===== src/rtl/trace_drain_serializer.sv =====
`default_nettype none
// ---------------------------------------------------------------------------
// trace_drain_serializer : pops trace words and frames them as SYNC,SEQ,data,CSUM
// Revision: 1.0
// ---------------------------------------------------------------------------
module trace_drain_serializer #(
  parameter int          Fpay      = 32,
  parameter logic [7:0]  SYNC_BYTE = 8'hA5
) (
  input  logic            clk,
  input  logic            reset,
  input  logic            drain_en,
  input  logic            fifo_empty,
  output logic            fifo_rd,
  input  logic [Fpay-1:0] fifo_dout,
  output logic [7:0]      tx_data,
  output logic            tx_valid,
  input  logic            tx_ready,
  output logic            busy,
  output logic [15:0]     frame_cnt
);

  localparam int NB = Fpay / 8;
  localparam int IW = (NB > 1) ? $clog2(NB) : 1;
  localparam logic [IW-1:0] LAST_IDX = IW'(NB - 1);

  typedef enum logic [2:0] {
    S_IDLE = 3'd0,
    S_POP  = 3'd1,
    S_LOAD = 3'd2,
    S_SYNC = 3'd3,
    S_SEQ  = 3'd4,
    S_DATA = 3'd5,
    S_CSUM = 3'd6
  } state_t;

  state_t          state_q, state_d;
  logic            fifo_rd_q, fifo_rd_d;
  logic            busy_q, busy_d;
  logic            tx_valid_q, tx_valid_d;
  logic [7:0]      tx_data_q, tx_data_d;
  logic [7:0]      seq_q, seq_d;
  logic [7:0]      csum_q, csum_d;
  logic [Fpay-1:0] word_q, word_d;
  logic [IW-1:0]   idx_q, idx_d;
  logic [15:0]     frame_cnt_q, frame_cnt_d;
  logic            accept;

  assign accept = tx_valid_q & tx_ready;

  always_comb begin
    state_d     = state_q;
    fifo_rd_d   = 1'b0;
    busy_d      = busy_q;
    tx_valid_d  = tx_valid_q;
    tx_data_d   = tx_data_q;
    seq_d       = seq_q;
    csum_d      = csum_q;
    word_d      = word_q;
    idx_d       = idx_q;
    frame_cnt_d = frame_cnt_q;
    case (state_q)
      S_IDLE: begin
        if (drain_en && !fifo_empty) begin
          fifo_rd_d = 1'b1;
          state_d   = S_POP;
        end
      end
      S_POP: begin
        busy_d  = 1'b1;
        state_d = S_LOAD;
      end
      S_LOAD: begin
        word_d     = fifo_dout;
        csum_d     = 8'h00;
        idx_d      = '0;
        tx_data_d  = SYNC_BYTE;
        tx_valid_d = 1'b1;
        state_d    = S_SYNC;
      end
      S_SYNC: begin
        if (accept) begin
          tx_data_d = seq_q;
          csum_d    = seq_q;
          state_d   = S_SEQ;
        end
      end
      S_SEQ: begin
        // The word register shifts left so the next byte is always at the top.
        if (accept) begin
          tx_data_d = word_q[Fpay-1 -: 8];
          word_d    = word_q << 8;
          idx_d     = '0;
          state_d   = S_DATA;
        end
      end
      S_DATA: begin
        if (accept) begin
          csum_d = csum_q ^ tx_data_q;
          if (idx_q == LAST_IDX) begin
            tx_data_d = csum_q ^ tx_data_q;
            state_d   = S_CSUM;
          end else begin
            tx_data_d = word_q[Fpay-1 -: 8];
            word_d    = word_q << 8;
            idx_d     = idx_q + IW'(1);
          end
        end
      end
      S_CSUM: begin
        if (accept) begin
          tx_valid_d = 1'b0;
          busy_d     = 1'b0;
          seq_d      = seq_q + 8'd1;
          if (frame_cnt_q != 16'hFFFF) begin
            frame_cnt_d = frame_cnt_q + 16'd1;
          end
          state_d = S_IDLE;
        end
      end
      default: state_d = S_IDLE;
    endcase
  end

  always_ff @(posedge clk or negedge reset) begin
    if (!reset) begin
      state_q     <= S_IDLE;
      fifo_rd_q   <= 1'b0;
      busy_q      <= 1'b0;
      tx_valid_q  <= 1'b0;
      tx_data_q   <= 8'h00;
      seq_q       <= 8'h00;
      csum_q      <= 8'h00;
      word_q      <= '0;
      idx_q       <= '0;
      frame_cnt_q <= 16'h0000;
    end else begin
      state_q     <= state_d;
      fifo_rd_q   <= fifo_rd_d;
      busy_q      <= busy_d;
      tx_valid_q  <= tx_valid_d;
      tx_data_q   <= tx_data_d;
      seq_q       <= seq_d;
      csum_q      <= csum_d;
      word_q      <= word_d;
      idx_q       <= idx_d;
      frame_cnt_q <= frame_cnt_d;
    end
  end

  assign fifo_rd   = fifo_rd_q;
  assign busy      = busy_q;
  assign tx_valid  = tx_valid_q;
  assign tx_data   = tx_data_q;
  assign frame_cnt = frame_cnt_q;

endmodule
`default_nettype wire


===== config.mk =====
export PLATFORM = sky130hd
export DESIGN_NAME = trace_drain_serializer
export DESIGN_NICKNAME = d
export VERILOG_FILES = /design/src/rtl/trace_drain_serializer.sv
export SDC_FILE = /design/constraint.sdc
export NUM_CORES = 1
export LEC_CHECK = 0
export BUFFER_PORTS_ARGS = -buffer_cell sky130_fd_sc_hd__buf_4
export CORE_MARGIN = 1.5
export CORE_UTILIZATION = 56
export CTS_CLUSTER_SIZE = 40
export DETAILED_ROUTE_END_ITERATION = 8
export PLACE_DENSITY = 0.79
export SETUP_SLACK_MARGIN = 0.1
export SYNTH_ARGS = -nofsm -noshare
export SYNTH_HDL_FRONTEND = slang
export SYNTH_SLANG_ARGS = --single-unit

===== constraint.sdc =====
create_clock -name clk -period 1.9 [get_ports clk]
set_input_delay 0.095 -clock clk [delete_from_list [all_inputs] [get_ports clk]]
set_output_delay 0.095 -clock clk [all_outputs]
set_load 0.02 [all_outputs]

Yosys cells after proc, flatten, opt, wreduce, memory -nomap -nowiden
Index checks and enable logic that the tools add are counted.
Word-level totals
  input bits: 37
  logic and storage cells: 73
  flip-flop bits (word level): 80
Cells by class
  eq/ne operators: 15
  $add $sub $neg: 3
  mux-type cells: 27
  reduce and logical (&&, ||, !) cells: 16
  bitwise logic cells: 2
Operator list (count)
  32-bit 2-to-1 mux: 3
  32-bit case mux with 3 select lines: 1
  8-bit 2-to-1 mux: 5
  8-bit case mux with 4 select lines: 1
  8-bit case mux with 3 select lines: 1
  3-bit case mux with 7 select lines: 1
  3-bit 2-to-1 mux: 6
  16-bit by 1-bit adder with 16-bit output (second input constant): 1
  16-bit != test (second input constant): 1
  2-bit != test (second input constant): 7
  3-bit equality test (second input constant): 3
  8-bit by 1-bit adder with 8-bit output (second input constant): 1
  4-bit AND reduction: 2
  8-bit bitwise XOR: 1
  3-bit by 2-bit equality test with 1-bit output (second input constant): 2
  2-bit 2-to-1 mux: 3
  2-bit case mux with 3 select lines: 1
  2-bit AND reduction: 3
  3-bit AND reduction: 2
  6-bit AND reduction: 1
  3-bit nonzero test: 2
  1-bit case mux with 2 select lines: 2
  2-bit nonzero test: 2
  4-bit nonzero test: 1
  8 further kinds: 10

Depth between registers and ports, before layout
Gate-level depths: netlist of the first run.
  word-level depth: 4
  mapped depth: 7

Least setup slack after synthesis of the first run
No wires, ideal clock.
  path type: register to register
  start: register frame_cnt_q[0] (netlist: frame_cnt[0])
  end: register frame_cnt_q[1] (netlist: frame_cnt[1])
  stages on the path, launching flop included: 6
  data required time: 1775 ps
  library setup time: 125 ps
  arrival time: 1701 ps
  setup slack: 75 ps
  buffers on the path: 0
  path through: dfrtp_1 -> ha_1 -> nand4_1 -> nor3_1 -> a21o_1 -> mux2_2
Between the ends
  longest elaborated chain between the ends: 2
  elaborated cells on any way between the ends: 3
  classes of those cells: add/sub (1); eq/ne (1); reduce/logical (1)
Ends and longest elaborated chain
  start, declared: RTL line 46  | logic [15:0] frame_cnt_q, frame_cnt_d;
  start signal, assigned: RTL line 147  | frame_cnt_q <= frame_cnt_d;
  parallel branches: the longest is 2 deep, another holds 16-bit by 1-bit adder with 16-bit output
Several ways; the timed one is not identified.
A chain may end at the register's enable or synchronous reset.

Final worst setup path of the first run
  start: register tx_valid_q (netlist: tx_valid)
  end: register frame_cnt_q[1] (netlist: frame_cnt[1])
Between the ends
  longest elaborated chain between the ends: 2
Ends and longest elaborated chain
  start, declared: RTL line 40  | logic tx_valid_q, tx_valid_d;
  start signal, assigned: RTL line 141  | tx_valid_q <= tx_valid_d;
  1-bit AND: RTL line 49  | assign accept = tx_valid_q & tx_ready;
  3-bit AND reduction (no line)
No other way between the ends.

==> flow_summary.yaml, run 1 <==
flow_run:
  max-cap-violations: 0
cts:
  clkSlewWorstSetupHoldPaths_ns: 0.08
  cts_tree: "yes"
  clock_sinks: 80
  clock_latency_ns: 0.36
  cts-root-buf: "clkbuf_8"
  cts_buffers: 9
  clk_path_buf_depth: 2
  cts_max_level: 3
route:
  drtIter0Drc: 187
  top_layer: "met4"
  wire_per_inst_um: 16.5
  wl_met2_mm: 4.60
  ant_nets: 0
  via_count: 3350
  drt_wl_total_mm: 9.44
  drc: 0
  met1_length_mm: 4.26
  drt-pass1-iter-count: 6
  via_per_inst: 5.87
  dr_wl_met3_um: 368
timing:
  fmax_mhz: 573
  period_needed_ns: 1.75
  setup_viol: 0
  skew_ns: 0.00765
  fin_crit_sh: 0.919
  tns_ns: 0
  worst_slew_pin_slew_ns: 0.739
  hold_viol: 0
  max_slew_margin: 0.508
  rsz0062_at_grt: "true"
  drv_slew: 0
worst_setup_path:
  path_cells: "and4b_1 -> nand2_1 -> a21o_1 -> mux2_2"
  reg2regPathDepth: 4
  endpoint_kind: "register"
  crit_type: "reg2reg"
  slowest_delay_ns: 0.53
  worstPathArrival_ns: 2.00
  worstSetupStartpointType: "register"
  critPathBufInv: 0
  cp.depth: 4
  cp_slowest_cell: "dfrtp_1"
  path_delay_family: "simple AND/OR/NAND/NOR gates"
  cp.required_ns: 2.15
  path_max_fanout: 9
yosys:
  ys_ff_latch: 80
  avgSynthCellArea_sq_um: 10.2
  ys_warn_count: 0
  synth-main-ff-cell: "dfrtp_1"
  synth_top_cell_by_area: "dfrtp_1"
  ys_types: 50
  syn_area_sq_um: 3970
  synth_area_leaders: "dfrtp_1, o21ai_0, mux2i_1"
  syn_nets: 428
  synth_async_sr_flop_share: 1.00
  seq_area_frac_synth: 0.504
  synthCells: 388
  synth-edff-count: 0
  synth_top_area_frac: 0.504
die:
  io-pin-count: 64
  initial_core_util: 0.581
  fp.dieArea_sq_um: 7600
  rows: 30
  core_area_sq_um: 6830
  dieWidth_um: 87.2
  die_h_um: 87.2
status:
  status: "completed"
cells_and_area:
  antennaDiodeCount: 0
  fillers: 513
  layoutNonFillerInstCount: 571
  finalInstanceArea_sq_um: 4950
  drive_gt1_frac: 0.236
  area_delta_synth_final_pct: 24.7
  layout.nets: 512
placed_design:
  placed_cells: 547
  gp_congestion: 0.861
  io_buffers: 63
  post_dp_cell_area_sq_um: 4660
  place_hpwl_mm: 6.56
worst_hold_path:
  min_path_type: "in2reg"
  whs_path_depth: 3
grt:
  grt_antenna_before_repair: 0
  grt_max_degree: 60
  grt_pass1_vias: 3218
  grt_overflow: 0
  grt_usage: 0.272
  grt_pass1_wl_mm: 15.7
power:
  finalPower_mw: 6.25
  power_density_nw_per_um2: 1260
  p_leak_nw: 2.39
  vdd_drop_max_mv: 0.839
-- routing by layer --
layer | track usage | vias up
met5 | 0 | -
met4 | 0.107 | 0
met3 | 0.0597 | 20
met2 | 0.428 | 95
met1 | 0.368 | 1645
li1 | - | 1590
-- layout by cell type (no fill, tap or decap), drive strengths merged, types with 2 or more instances in the layout --
cell type and count:
mux2 2, and3 2, a222oi 4, nor2 24, nor3b 2, a21o 4
o2111ai 3, inv 11, clkbuf 11, xnor2 12, and4b 2, buf 85
a21oi 8, mux2i 24, nand4 9, and3b 2, nor4 2, o21a 5
o21ai 52, ha 3, o311ai 5, and4 2, nor3 11, dlygate4sd3 9
a22o 10, dfrtp 80, xor2 10, and2 7, nand3 7, clkinv 3
nand2 39, a32oi 12
-- power breakdown --
part | internal (mW) | leakage [nW] | switching (mW)
logic | 1.07 | 1.27 | 1.30
registers | 2.24 | 1.03 | 0.495
clock network | 0.529 | 0.0910 | 0.604
-- final cells by class --
cell class / instances / area [sq um] / share of cell area
well taps: 96 / 120 / 0.0243
multi-input cells: 276 / 1860 / 0.376
clock inverters: 3 / 18.8 / 0.00379
flip-flops and latches: 80 / 2000 / 0.405
inverters: 11 / 41.3 / 0.00834
clock buffers: 11 / 151 / 0.0306
repair buffers: 94 / 753 / 0.152
-- flip-flops by register name, indices dropped and copies added, names as in the netlist --
| register | count |
|---|---|
| busy | 1 |
| csum_q | 8 |
| tx_data | 8 |
| fifo_rd | 1 |
| state_q | 3 |
| seq_q | 8 |
| word_q | 32 |
| idx_q | 2 |
| tx_valid | 1 |
| frame_cnt | 16 |
-- worst reg2reg max path: cells and delay by family (launching register included) --
family | cells | cell delay [ns]
AOI/OAI and AO/OA | 1 | 0.24
DFF | 1 | 0.53
muxes | 1 | 0.27
and+or+nand+nor | 2 | 0.62
-- worst paths after layout --
kind,end,slack (ns),start
min in group asynchronous,word_q[30],0.35,reset
worst min-delay path,fifo_rd,0.02,drain_en
worst max register to register,frame_cnt[1],0.15,tx_valid
worst max-delay path,frame_cnt[1],0.15,tx_valid
max in group asynchronous,state_q[2],0.90,reset
worst min register to register,word_q[12],0.48,word_q[12]
-- cell usage after synthesis, types with 5 or more instances --
library cell / count
xor2_1: 10
o21a_1: 5
nand3_1: 7
a32oi_1: 12
nor3_1: 11
o311ai_0: 5
buf_2: 11
and2_1: 7
mux2i_1: 24
nand2_1: 39
a22o_1: 10
clkbuf_1: 7
nand4_1: 9
xnor2_1: 12
o21ai_0: 50
dfrtp_1: 80
nor2_1: 24
a21oi_1: 8
inv_1: 11
-- what timing repair did --
action | in CTS | in global routing
pin swaps | 0 | 1
hold buffers | 9 | 0
hold endpoints to repair | 65 | 0
setup buffers | 0 | 1
resized for setup | 1 | 4
setup endpoints to repair | 4 | 12
-- through the flow --
| stage | utilization | hold slack, ns | worst slack (ns) |
|---|---|---|---|
| 3_3_place_gp | 0.682 | 0.209 | 0.165 |
| 2_1_floorplan | - | -0.201 | 0.122 |
| 6_report | 0.725 | 0.0185 | 0.154 |
| 4_1_cts | 0.721 | 0.00412 | 0.133 |
| 3_5_place_dp | 0.682 | 0.206 | 0.0795 |
| 5_1_grt | 0.725 | 0.0141 | 0.0627 |
-- cells by family after synthesis --
group	count (synthesis)	share of synthesized area
XOR/XNOR	22	0.0485
flip-flops	80	0.504
adder cells (fa/ha/maj)	4	0.0120
AO/OA/AOI/OAI	109	0.183
AND/OR/NAND/NOR	115	0.149
buffers and inverters	32	0.0366
multiplexers	26	0.0662
Power figures use the tool's default switching activity.
==> run 2: changes to the inputs <==
REMOVE_ABC_BUFFERS = 1   (was unset)
==> run 2 against run 1 <==
Against the previous run:
- via count fell by 0.15%
- sequential power rose by 2%
- setup slack got worse by 0.0021 ns
- combinational power fell by 2%
- critical endpoint is now frame_cnt[15]
- global-route usage fell by 0.69 points
- maximum frequency fell by 0.12%
- hold slack got worse by 0.0029 ns
- cell count did not move
- sequential cell count did not move
- routed wire length fell by 0.82%
==> flow_summary.yaml, run 2 (synthesis results as in run 1) <==
grt:
  grt_usage: 0.265
  grt_overflow: 0
  grt_pass1_wl_mm: 15.6
  grt_max_degree: 47
  grt_antenna_before_repair: 0
  grt_pass1_vias: 3171
timing:
  max_slew_margin: 0.660
  timing.final.ws_setup_ns: 0.152
  drv_slew: 0
  setup_viol: 0
  fin_crit_sh: 0.920
  rsz0062_at_grt: "true"
  fmax_mhz: 572
  period_needed_ns: 1.75
  skew_ns: 0.00858
  worst_slew_pin_slew_ns: 0.504
  hold_viol: 0
cells_and_area:
  largest_reg_flops: 32
  final_cell_mix: "buf_4, dfrtp_1, o21ai_0"
  layout.nets: 510
  layoutNonFillerInstCount: 571
  finalInstanceArea_sq_um: 4960
  top_register: "word_q"
  drive_gt1_frac: 0.234
  final_util: 0.726
  area_delta_synth_final_pct: 25.0
  final_common_cell: "buf_4"
  antennaDiodeCount: 0
  fillers: 524
placed_design:
  gp_congestion: 0.947
  placed_cells: 545
  io_buffers: 63
  place_hpwl_mm: 6.45
  place_ws_ns: 0.100
  post_dp_cell_area_sq_um: 4640
worst_setup_path:
  crit_type: "reg2reg"
  reg2regPathDepth: 5
  path_max_fanout: 6
  r2r_start: "frame_cnt[1]"
  setup.worst_path.end: "frame_cnt[15]"
  critPathBufInv: 0
  path_delay_family: "simple AND/OR/NAND/NOR gates"
  startpoint: "frame_cnt[1]"
  path_cells: "ha_1 -> nand4_1 -> or4_4 -> o2111ai_1 -> xnor2_1"
  reg2reg_slack_ns: 0.15
  r2r-end: "frame_cnt[15]"
  cp_slowest_cell: "or4_4"
  worstPathArrival_ns: 2.01
  endpoint_kind: "register"
  cp.depth: 5
  slowest_delay_ns: 0.49
  cp.required_ns: 2.16
  worstSetupStartpointType: "register"
die:
  die_h_um: 87.2
  initial_core_util: 0.581
  dieWidth_um: 87.2
  core_area_sq_um: 6830
  fp.dieArea_sq_um: 7600
  rows: 30
  io-pin-count: 64
route:
  ant_nets: 0
  wire_per_inst_um: 16.4
  via_count: 3345
  drt_wl_total_mm: 9.36
  drt-pass1-iter-count: 6
  drtIter0Drc: 311
  via_per_inst: 5.86
  drc: 0
power:
  power_density_nw_per_um2: 1300
  vdd_drop_max_mv: 0.752
  p_leak_nw: 2.39
worst_hold_path:
  min_path_type: "in2reg"
status:
  status: "completed"
cts:
  cts_max_level: 3
  clock_sinks: 80
  cts-root-buf: "clkbuf_8"
  cts_buffers: 9
  clk_path_buf_depth: 2
  clock_latency_ns: 0.35
  cts_tree: "yes"
  clkSlewWorstSetupHoldPaths_ns: 0.08
flow_run:
  max-cap-violations: 0
-- run 2: changes by cell type in the layout (fill, tap and decap cells not counted), moves of 2 or more --
cell / delta
nor3_2: -2
nor3_1: +2
buf_4: -2
clkbuf_8: -2
clkbuf_1: +2
bufinv_16: +2
-- run 2: routing by layer --
| metal | share of wire | routed length, um | track usage | vias up |
|---|---|---|---|---|
| li1 | - | - | - | 1577 |
| met2 | 0.48 | 4510 | 0.420 | 134 |
| met1 | 0.45 | 4170 | 0.373 | 1622 |
| met5 | 0 | 0 | 0 | - |
| met3 | 0.060 | 561 | 0.0502 | 12 |
| met4 | 0.012 | 112 | 0.0779 | 0 |
-- run 2: worst reg2reg max path, cell delays in order (launching register included) --
cell	delay [ns]
dfrtp_1	0.40
ha_1	0.21
nand4_1	0.14
or4_4	0.49
o2111ai_1	0.27
xnor2_1	0.16
-- run 2: layout make-up --
class / instances / area, sq um / share of cell area
clock buffer: 11 / 131 / 0.0265
timing repair buffer: 92 / 738 / 0.149
tap: 96 / 120 / 0.0242
sequential: 80 / 2000 / 0.404
inverter: 11 / 41.3 / 0.00832
multi-input combinational: 276 / 1850 / 0.372
clock inverter: 5 / 81.3 / 0.0164
-- run 2: worst min path at each step --
stage | startpoint | to | slack (ns) | depth (start not counted)
after floorplan | reset | busy | -0.20 | 0
after global placement | reset | frame_cnt[14] | 0.08 | 1
after detailed placement | reset | frame_cnt[14] | 0.08 | 1
after CTS | drain_en | fifo_rd | 0.01 | 3
after global routing | fifo_dout[13] | word_q[13] | 0.03 | 3
final | fifo_dout[13] | word_q[13] | 0.02 | 3
-- run 2: per-stage QoR --
step                hold slack, ns  TNS (ns)  total power, mW
global placement            0.0818         0             4.93
finish                      0.0156         0             6.46
detailed placement          0.0816         0             5.05
floorplan                   -0.201    -15.53             4.07
global route                0.0250         0             6.89
CTS                         0.0100         0             6.42
-- run 2: what timing repair did --
item / CTS / global route
pin swaps: 1 / 0
endpoints found under the hold margin: 42 / 0
gates resized for setup: 1 / 4
hold buffers: 9 / 0
endpoints found under the setup margin: 3 / 29
setup buffers: 0 / 1
-- run 2: report_power, final --
| group | switching, mW | total [mW] | internal, mW |
|---|---|---|---|
| Clock | 0.617 | 1.36 | 0.742 |
| Combinational | 1.27 | 2.32 | 1.05 |
| Sequential | 0.541 | 2.79 | 2.24 |
==> run 3: changes to the inputs <==
PLACE_DENSITY = unset   (was 0.79)
PLACE_DENSITY_LB_ADDON = 0.12   (was unset)
==> run 3 against run 2 <==
Against the previous run:
- sequential cell count stayed put
- critical endpoint is now frame_cnt[12]
- first-iteration DRC count decreased by 13%
- utilization is 0.20 points higher
- sequential share of layout area shrank 0.14 points
- cell count is 0.18% lower
- hold slack improved by 0.0084 ns
- cell area increased by 0.28%
- setup slack improved by 0.033 ns
- critical path type unchanged
- die area unchanged
==> flow_summary.yaml, run 3 (synthesis results as in run 1) <==
die:
  fp.dieArea_sq_um: 7600
  die_h_um: 87.2
  rows: 30
  core_area_sq_um: 6830
  initial_core_util: 0.581
  dieWidth_um: 87.2
  io-pin-count: 64
worst_setup_path:
  reg2reg_slack_ns: 0.19
  reg2regPathDepth: 5
  crit_type: "reg2reg"
  r2r_start: "frame_cnt[0]"
  worstPathArrival_ns: 1.99
  startpoint: "frame_cnt[0]"
  worstSetupStartpointType: "register"
  endpoint_kind: "register"
  path_max_fanout: 6
  setup.worst_path.end: "frame_cnt[12]"
  r2r-end: "frame_cnt[12]"
  cp.required_ns: 2.18
timing:
  period_needed_ns: 1.71
  drv_slew: 0
  fmax_mhz: 583
  tns_ns: 0
  max_slew_margin: 0.694
  fin_crit_sh: 0.903
  skew_ns: 0.0125
  fin_worst_hold_slack_ns: 0.0240
  rsz0062_at_grt: "true"
  setup_viol: 0
  worst_slew_pin_slew_ns: 0.460
  hold_viol: 0
placed_design:
  gp_congestion: 0.854
  place_hpwl_mm: 6.25
  io_buffers: 63
cts:
  cts_max_level: 3
  cts_buffers: 9
  clk_path_buf_depth: 2
  cts-root-buf: "clkbuf_8"
  clock_latency_ns: 0.35
  clkSlewWorstSetupHoldPaths_ns: 0.08
  cts_tree: "yes"
  clock_sinks: 80
route:
  drtIter0Drc: 270
  drt-pass1-iter-count: 5
  drt_wl_total_mm: 9.37
  ant_nets: 0
  drc: 0
  wire_per_inst_um: 16.4
  via_count: 3320
  via_per_inst: 5.82
status:
  status: "completed"
worst_hold_path:
  min_path_type: "in2reg"
power:
  p_leak_nw: 2.38
  vdd_drop_max_mv: 0.744
  clkPwrFrac: 0.191
  switching_share: 0.381
  p_int_mw: 3.91
  pwr-share-comb: 0.372
  switchingPower_mw: 2.41
  power_density_nw_per_um2: 1270
  seqPwrFrac: 0.437
cells_and_area:
  largest_reg_flops: 32
  layout.nets: 510
  top_register: "word_q"
  final_cell_mix: "buf_4, dfrtp_1, o21ai_0"
  area_delta_synth_final_pct: 25.3
  antennaDiodeCount: 0
  final_common_cell: "buf_4"
  drive_gt1_frac: 0.245
grt:
  grt_max_degree: 59
  grt_pass1_wl_mm: 15.4
  grt_usage: 0.263
  grt_antenna_before_repair: 0
  grt_overflow: 0
  grt_pass1_vias: 3135
flow_run:
  max-cap-violations: 0
[run 3: changes by cell type in the layout (fill, tap and decap cells not counted), sizes merged]
cell / previous run / this run
bufinv: 2 / 1
clkbuf: 11 / 10
clkinvlp: 1 / 2
[run 3: layout make-up]
| type | count | area [sq um] |
|---|---|---|
| tap | 96 | 120 |
| timing repair buffer | 92 | 751 |
| clock inverter | 5 | 58.8 |
| fill | 528 | 1860 |
| sequential | 80 | 2000 |
| clock buffer | 10 | 128 |
| inverter | 11 | 41.3 |
| multi-input combinational | 276 | 1870 |
[run 3: critical path: stages (launching register included)]
cell	delay, ns
dfrtp_1	0.41
ha_2	0.22
nand4_1	0.13
or4_4	0.51
nor3_1	0.21
xor2_1	0.16
[run 3: how the worst min path moves through the flow]
| stage | startpoint | slack, ns | end | cells past startpoint |
|---|---|---|---|---|
| 6_report | drain_en | 0.02 | fifo_rd | 3 |
| 5_1_grt | drain_en | 0.02 | fifo_rd | 3 |
| 4_1_cts | fifo_dout[13] | 0.01 | word_q[13] | 3 |
| 3_5_place_dp | reset | 0.08 | csum_q[0] | 1 |
| 3_3_place_gp | reset | 0.08 | csum_q[0] | 1 |
| 2_1_floorplan | reset | -0.20 | busy | 0 |
[run 3: what timing repair did]
action | CTS | global route
buffers inserted | 0 | 2
hold endpoints to repair | 40 | 0
resized for setup | 0 | 10
setup endpoints to repair | 0 | 43
hold buffers | 9 | 0
[run 3: power groups by stage]
stage	clock [mW]	sequential, mW	combinational (mW)
finish	1.21	2.76	2.35
global route	1.28	2.85	2.63
CTS	1.23	2.73	2.34
detailed placement	0	2.76	2.32
global placement	0	2.73	2.23
floorplan	0	2.76	1.31
[run 3: routing by layer]
metal / global-route usage / wire, um / vias to the layer above
li1: - / - / 1584
met1: 0.371 / 4300 / 1610
met2: 0.399 / 4430 / 111
met3: 0.0445 / 454 / 15
met4: 0.120 / 193 / 0
met5: 0 / 0 / -
[run 3: through the flow]
step	instances	util	setup slack (ns)	instance area (sq um)	total power, mW
floorplan	367	-	-0.442	3870	4.07
global placement	544	0.680	0.193	4650	4.96
detailed placement	544	0.680	0.132	4650	5.08
CTS	568	0.721	0.107	4920	6.30
global route	570	0.728	0.0807	4980	6.76
finish	570	0.728	0.185	4980	6.31
